[src/rtl/mem_wb_stage_reg_pkg.sv]
// Shared constants for the MEM/WB pipeline register: default field widths
// and the encoding of the hard-wired zero register.
package mem_wb_stage_reg_pkg;

    localparam int unsigned NBITS_DEF = 32;
    localparam int unsigned RBITS_DEF = 5;
    localparam int unsigned CBITS_DEF = 32;

    localparam logic [RBITS_DEF-1:0] REG_ZERO = 5'd0;

endpackage

[src/rtl/mem_wb_stage_reg_sat_counter.sv]
// CBITS-wide saturating up-counter with enable, synchronous clear and increment.
module sat_counter #(
    parameter int unsigned CBITS = 32
) (
    input  logic             clk,
    input  logic             rst_n,
    input  logic             en,
    input  logic             clr,
    input  logic             inc,
    output logic [CBITS-1:0] count
);

    function automatic logic [CBITS-1:0] sat_inc(input logic [CBITS-1:0] value);
        if (&value) begin
            return value;
        end
        return value + CBITS'(1);
    endfunction

    always_ff @(posedge clk or negedge rst_n) begin
        if (!rst_n) begin
            count <= '0;
        end else if (en) begin
            // Clear wins over a same-edge increment.
            if (clr) begin
                count <= '0;
            end else if (inc) begin
                count <= sat_inc(count);
            end
        end
    end

endmodule

[src/rtl/mem_wb_stage_reg.sv]
// MEM/WB pipeline register with valid/stall/flush, debug enable gating,
// write-back data select, sticky halt flag and retired-instruction counter.
module mem_wb_stage_reg
    import mem_wb_stage_reg_pkg::*;
#(
    parameter int unsigned NBITS = NBITS_DEF,
    parameter int unsigned RBITS = RBITS_DEF,
    parameter int unsigned CBITS = CBITS_DEF
) (
    input  logic             i_clk,
    input  logic             i_rst_n,
    input  logic             i_enable,
    input  logic             i_stall,
    input  logic             i_flush,
    input  logic             i_cnt_clr,
    input  logic             MEM_valid,
    input  logic [NBITS-1:0] MEM_result,
    input  logic [NBITS-1:0] MEM_data,
    input  logic [RBITS-1:0] MEM_rd,
    input  logic [NBITS-1:0] MEM_pc,
    input  logic             MEM_regwrite,
    input  logic             MEM_memtoreg,
    input  logic             MEM_halt,
    output logic             WB_valid,
    output logic [NBITS-1:0] WB_result,
    output logic [NBITS-1:0] WB_data,
    output logic [RBITS-1:0] WB_rd,
    output logic [NBITS-1:0] WB_pc,
    output logic             WB_regwrite,
    output logic             WB_memtoreg,
    output logic [NBITS-1:0] WB_wdata,
    output logic             o_halted,
    output logic [CBITS-1:0] o_retired
);

    logic advance;
    logic load;

    // Once halted, the pipeline fields freeze until reset.
    assign advance = i_enable && !o_halted;
    assign load    = advance && !i_flush && !i_stall;

    always_ff @(posedge i_clk or negedge i_rst_n) begin
        if (!i_rst_n) begin
            WB_valid    <= 1'b0;
            WB_result   <= '0;
            WB_data     <= '0;
            WB_rd       <= '0;
            WB_pc       <= '0;
            WB_regwrite <= 1'b0;
            WB_memtoreg <= 1'b0;
            o_halted    <= 1'b0;
        end else if (advance) begin
            if (i_flush) begin
                WB_valid    <= 1'b0;
                WB_result   <= '0;
                WB_data     <= '0;
                WB_rd       <= '0;
                WB_pc       <= '0;
                WB_regwrite <= 1'b0;
                WB_memtoreg <= 1'b0;
            end else if (!i_stall) begin
                WB_valid    <= MEM_valid;
                WB_result   <= MEM_result;
                WB_data     <= MEM_data;
                WB_rd       <= MEM_rd;
                WB_pc       <= MEM_pc;
                // Writes to the zero register are dropped here so WB never
                // needs to look at the destination name.
                WB_regwrite <= MEM_regwrite && MEM_valid && (MEM_rd != RBITS'(REG_ZERO));
                WB_memtoreg <= MEM_memtoreg && MEM_valid;
                if (MEM_valid && MEM_halt) begin
                    o_halted <= 1'b1;
                end
            end
        end
    end

    assign WB_wdata = WB_memtoreg ? WB_data : WB_result;

    sat_counter #(
        .CBITS(CBITS)
    ) u_retired (
        .clk   (i_clk),
        .rst_n (i_rst_n),
        .en    (i_enable),
        .clr   (i_cnt_clr),
        .inc   (load && MEM_valid),
        .count (o_retired)
    );

endmodule

[config.mk]
export PLATFORM = sky130hd
export DESIGN_NAME = mem_wb_stage_reg
export DESIGN_NICKNAME = d
export VERILOG_FILES = /design/src/rtl/mem_wb_stage_reg_pkg.sv /design/src/rtl/mem_wb_stage_reg_sat_counter.sv /design/src/rtl/mem_wb_stage_reg.sv
export SDC_FILE = /design/constraint.sdc
export NUM_CORES = 1
export LEC_CHECK = 0
export CORE_UTILIZATION = 45
export CTS_CLUSTER_SIZE = 12
export DETAILED_ROUTE_END_ITERATION = 6
export GPL_TIMING_DRIVEN = 0
export HOLD_SLACK_MARGIN = 0.15
export PLACE_DENSITY = 0.86
export SYNTH_ARGS = -nofsm -noshare
export SYNTH_HDL_FRONTEND = slang
export SYNTH_SLANG_ARGS = --single-unit
export TNS_END_PERCENT = 1
[constraint.sdc]
create_clock -name i_clk -period 6.3 [get_ports i_clk]
set_clock_uncertainty 0.1 [all_clocks]
set_input_delay 0.945 -clock i_clk [delete_from_list [all_inputs] [get_ports i_clk]]
set_output_delay 0.945 -clock i_clk [all_outputs]
set_load 0.05 [all_outputs]
==> impl_metrics.sql <==
INSERT INTO impl_metrics (metric_group, metric, value, unit) VALUES
('outcome', 'status', 'finished clean', ''),
('clock_network', 'worstSkewPairLatency', '420', 'ps'),
('placement', 'post_dp_cell_area', '9183', 'um2'),
('route', 'vias', '5917', ''),
('placement', 'dp_hpwl', '16290', 'um'),
('clock_network', 'cts_tree', 'done', ''),
('cells_and_area', 'antenna_cells', '0', ''),
('route', 'vias_per_cell', '5.953', ''),
('clock_network', 'root_buffer', 'clkbuf_16', ''),
('route', 'wl_met3', '1633', 'um'),
('placement', 'gpl.final_weighted_congestion', '0.9232', ''),
('cells_and_area', 'post-route-util', '0.7345', ''),
('cells_and_area', 'drive_above_1_share', '0.1076', ''),
('placement', 'post-place-cells', '963', ''),
('yosys', 'netlist_instances', '508', ''),
('clock_network', 'largest_buffer_count_on_any_clock_path', '2', ''),
('worst_hold_path', 'worstHoldPathType', 'flop to flop', ''),
('clock_network', 'clk_transition_reported_paths', '50', 'ps'),
('setup_path', 'critical-path-max-stage-delay', '720', 'ps'),
('yosys', 'ys.flop_type', 'dfrtp_1', ''),
('yosys', 'yosys.area.top_type_share', '0.5574', ''),
('timing', 'finalHoldViolCount', '0', ''),
('clock_network', 'post_cts_hold_buffer_count', '0', ''),
('yosys', 'synth_async_sr_flop_share', '1.000', ''),
('global_routing', 'grt_first_pass_wirelength', '34510', 'um'),
('setup_path', 'critical-path-slowest-cell', 'clkdlybuf4s50_1', ''),
('pwr', 'p_leak', '4.099', 'nW'),
('global_routing', 'grt_usage', '0.3242', ''),
('job', 'cap_violations', '0', ''),
('floorplan', 'floorplan.rows', '42', ''),
('setup_path', 'worst_setup_path_end_kind', 'output pin', ''),
('clock_network', 'clock_sinks', '137', ''),
('timing', 'finalMaxSlewViolations', '0', ''),
('setup_path', 'critPathArrivalTime', '2760', 'ps'),
('placement', 'buffer_ports.inserted', '278', ''),
('pwr', 'p_per_area', '353.3', 'nW/um2'),
('clock_network', 'ctsHtreeMaxLevel', '4', ''),
('route', 'ant_nets', '0', ''),
('pwr', 'max-vdd-ir-drop', '0.2521', 'mV'),
('setup_path', 'worstSetupStartpointType', 'flop', ''),
('route', 'detailedRoute.firstIterationViolations', '632', ''),
('yosys', 'postSynthAreaPerCell', '12.11', 'um2'),
('timing', 'grt_setup_unrepaired', 'false', ''),
('worst_hold_path', 'min_from', 'WB_valid', ''),
('timing', 'timing_limited_maximum_frequency', '262.5', 'MHz'),
('floorplan', 'placeableCoreArea', '13300', 'um2'),
('clock_network', 'numCtsBuffers', '17', ''),
('yosys', 'number_of_enable_type_register_cells_in_the_synthesized_netlist', '0', ''),
('cells_and_area', 'area.growth.synth_to_final', '58.77', '%'),
('yosys', 'postSynthRegisterBits', '137', ''),
('floorplan', 'die-area', '14140', 'um2'),
('setup_path', 'crit_path_cell_trace', 'clkbuf_1, clkbuf_1, mux2_2, clkdlybuf4s50_1', ''),
('setup_path', 'critical_path_peak_fanout', '10', ''),
('setup_path', 'crit_required', '5250', 'ps'),
('route', 'drt-wirelength-per-cell', '22.59', 'um'),
('setup_path', 'critical_path.most_common_cell', 'clkbuf_1', ''),
('floorplan', 'die-width', '118.9', 'um'),
('route', 'top_signal_layer_used', 'met4', ''),
('floorplan', 'floorplan.io_pins', '280', ''),
('setup_path', 'r2r-start', 'u_retired.count[0]', ''),
('yosys', 'yosys-top-cells-area', 'dfrtp_1, a22o_1, mux2_2', ''),
('yosys', 'synth.yosys.seq_area_share', '0.5574', ''),
('timing', 'relSlewSlack', '0.5417', ''),
('cells_and_area', 'stdcell_count', '994', ''),
('yosys', 'synth-warning-count', '0', ''),
('route', 'residual_drc_count', '0', ''),
('cells_and_area', 'layout.nets', '918', ''),
('yosys', 'synth_top_cell_by_area', 'dfrtp_1', ''),
('clock_network', 'post_cts_buffers', '0', ''),
('timing', 'worst_slew_pin_slew', '681.7', 'ps'),
('floorplan', 'start_util', '0.4626', '');
[stage by stage]
step | setup TNS, ps | setup WS, ps | hold slack (ps)
detailed placement | 0 | 2844 | 367.3
global placement | -150930 | -1111 | 365.2
finish | 0 | 2491 | 380.5
global route | 0 | 2363 | 414.2
floorplan | 0 | 3539 | 549.4
CTS | 0 | 2427 | 381.3
[final timing paths]
path | endpoint | slack, ps | depth (start not counted)
setup / recovery | WB_wdata[15] | 2490 | 4
setup reg to reg | u_retired.count[17] | 3620 | 7
hold reg to reg | WB_valid | 380 | 2
max in group asynchronous | WB_result[9] | 4930 | 2
hold / removal | WB_valid | 380 | 2
min in group asynchronous | u_retired.count[13] | 410 | 1
[cell usage in the layout (no fill, tap or decap), types with 11 or more instances in the layout]
cell type	n
a22o_1	102
clkbuf_1	39
clkbuf_16	17
clkdlybuf4s50_1	277
dfrtp_1	137
mux2_2	32
nand2_1	33
nand3_1	13
nor4_1	11
[state kept, by name, indices dropped and copies added (netlist names)]
name	count
WB_data	32
WB_pc	32
WB_result	32
u_retired.count	32
WB_rd	5
WB_memtoreg	1
WB_regwrite	1
WB_valid	1
o_halted	1
[layout make-up]
class	count	area (um2)	area share
plain buffers	42	173.9	0.01781
clock buffers	24	491.7	0.05035
clock inverters	7	91.34	0.009353
inverters	9	33.78	0.003459
multi-input cells	320	2515	0.2575
flip-flops and latches	137	3428	0.3511
well taps	176	220.2	0.02255
repair buffers	279	2811	0.2879
[cell families (layout without fill, tap and decap cells)]
group / after synthesis / after routing / share of synthesized area
AOI/OAI and AO/OA: 156 / 156 / 0.2132
buffers and inverters: 51 / 361 / 0.03377
and+or+nand+nor: 124 / 124 / 0.1237
muxes: 39 / 39 / 0.06998
adders and majority gates: 1 / 1 / 0.002034
DFF: 137 / 137 / 0.5574
[cells in the mapped netlist (5+ instances only)]
library cell  instances
o311ai_0              8
inv_1                 9
mux2_2               32
nor4_1               11
or4_1                 5
clkbuf_1             36
nand3_1              13
nand2_1              33
a22o_1              102
nand4_1               9
a21oi_1               5
a21o_1                5
and4_1                8
dfrtp_1             137
mux2i_1               7
or2_2                 8
nor2_1                9
[power breakdown]
part	internal (mW)	switching [mW]	total (mW)	leakage [nW]
clock network	0.621	0.373	0.994	0.286
registers	1.01	0.119	1.13	1.84
logic	0.478	0.852	1.33	1.97
[critical path: cells and delay by family, from the launching register on]
family	cells	cell delay (ps)
buffers and inverters	3	1590
DFF	1	340
muxes	1	420
[layer usage]
layer  track usage  up-vias
met4        0.1361        0
met3       0.08333       50
li1              -     2578
met1        0.3886     2967
met2        0.5534      322
met5             0        -
(Power assumes the default switching activity.)
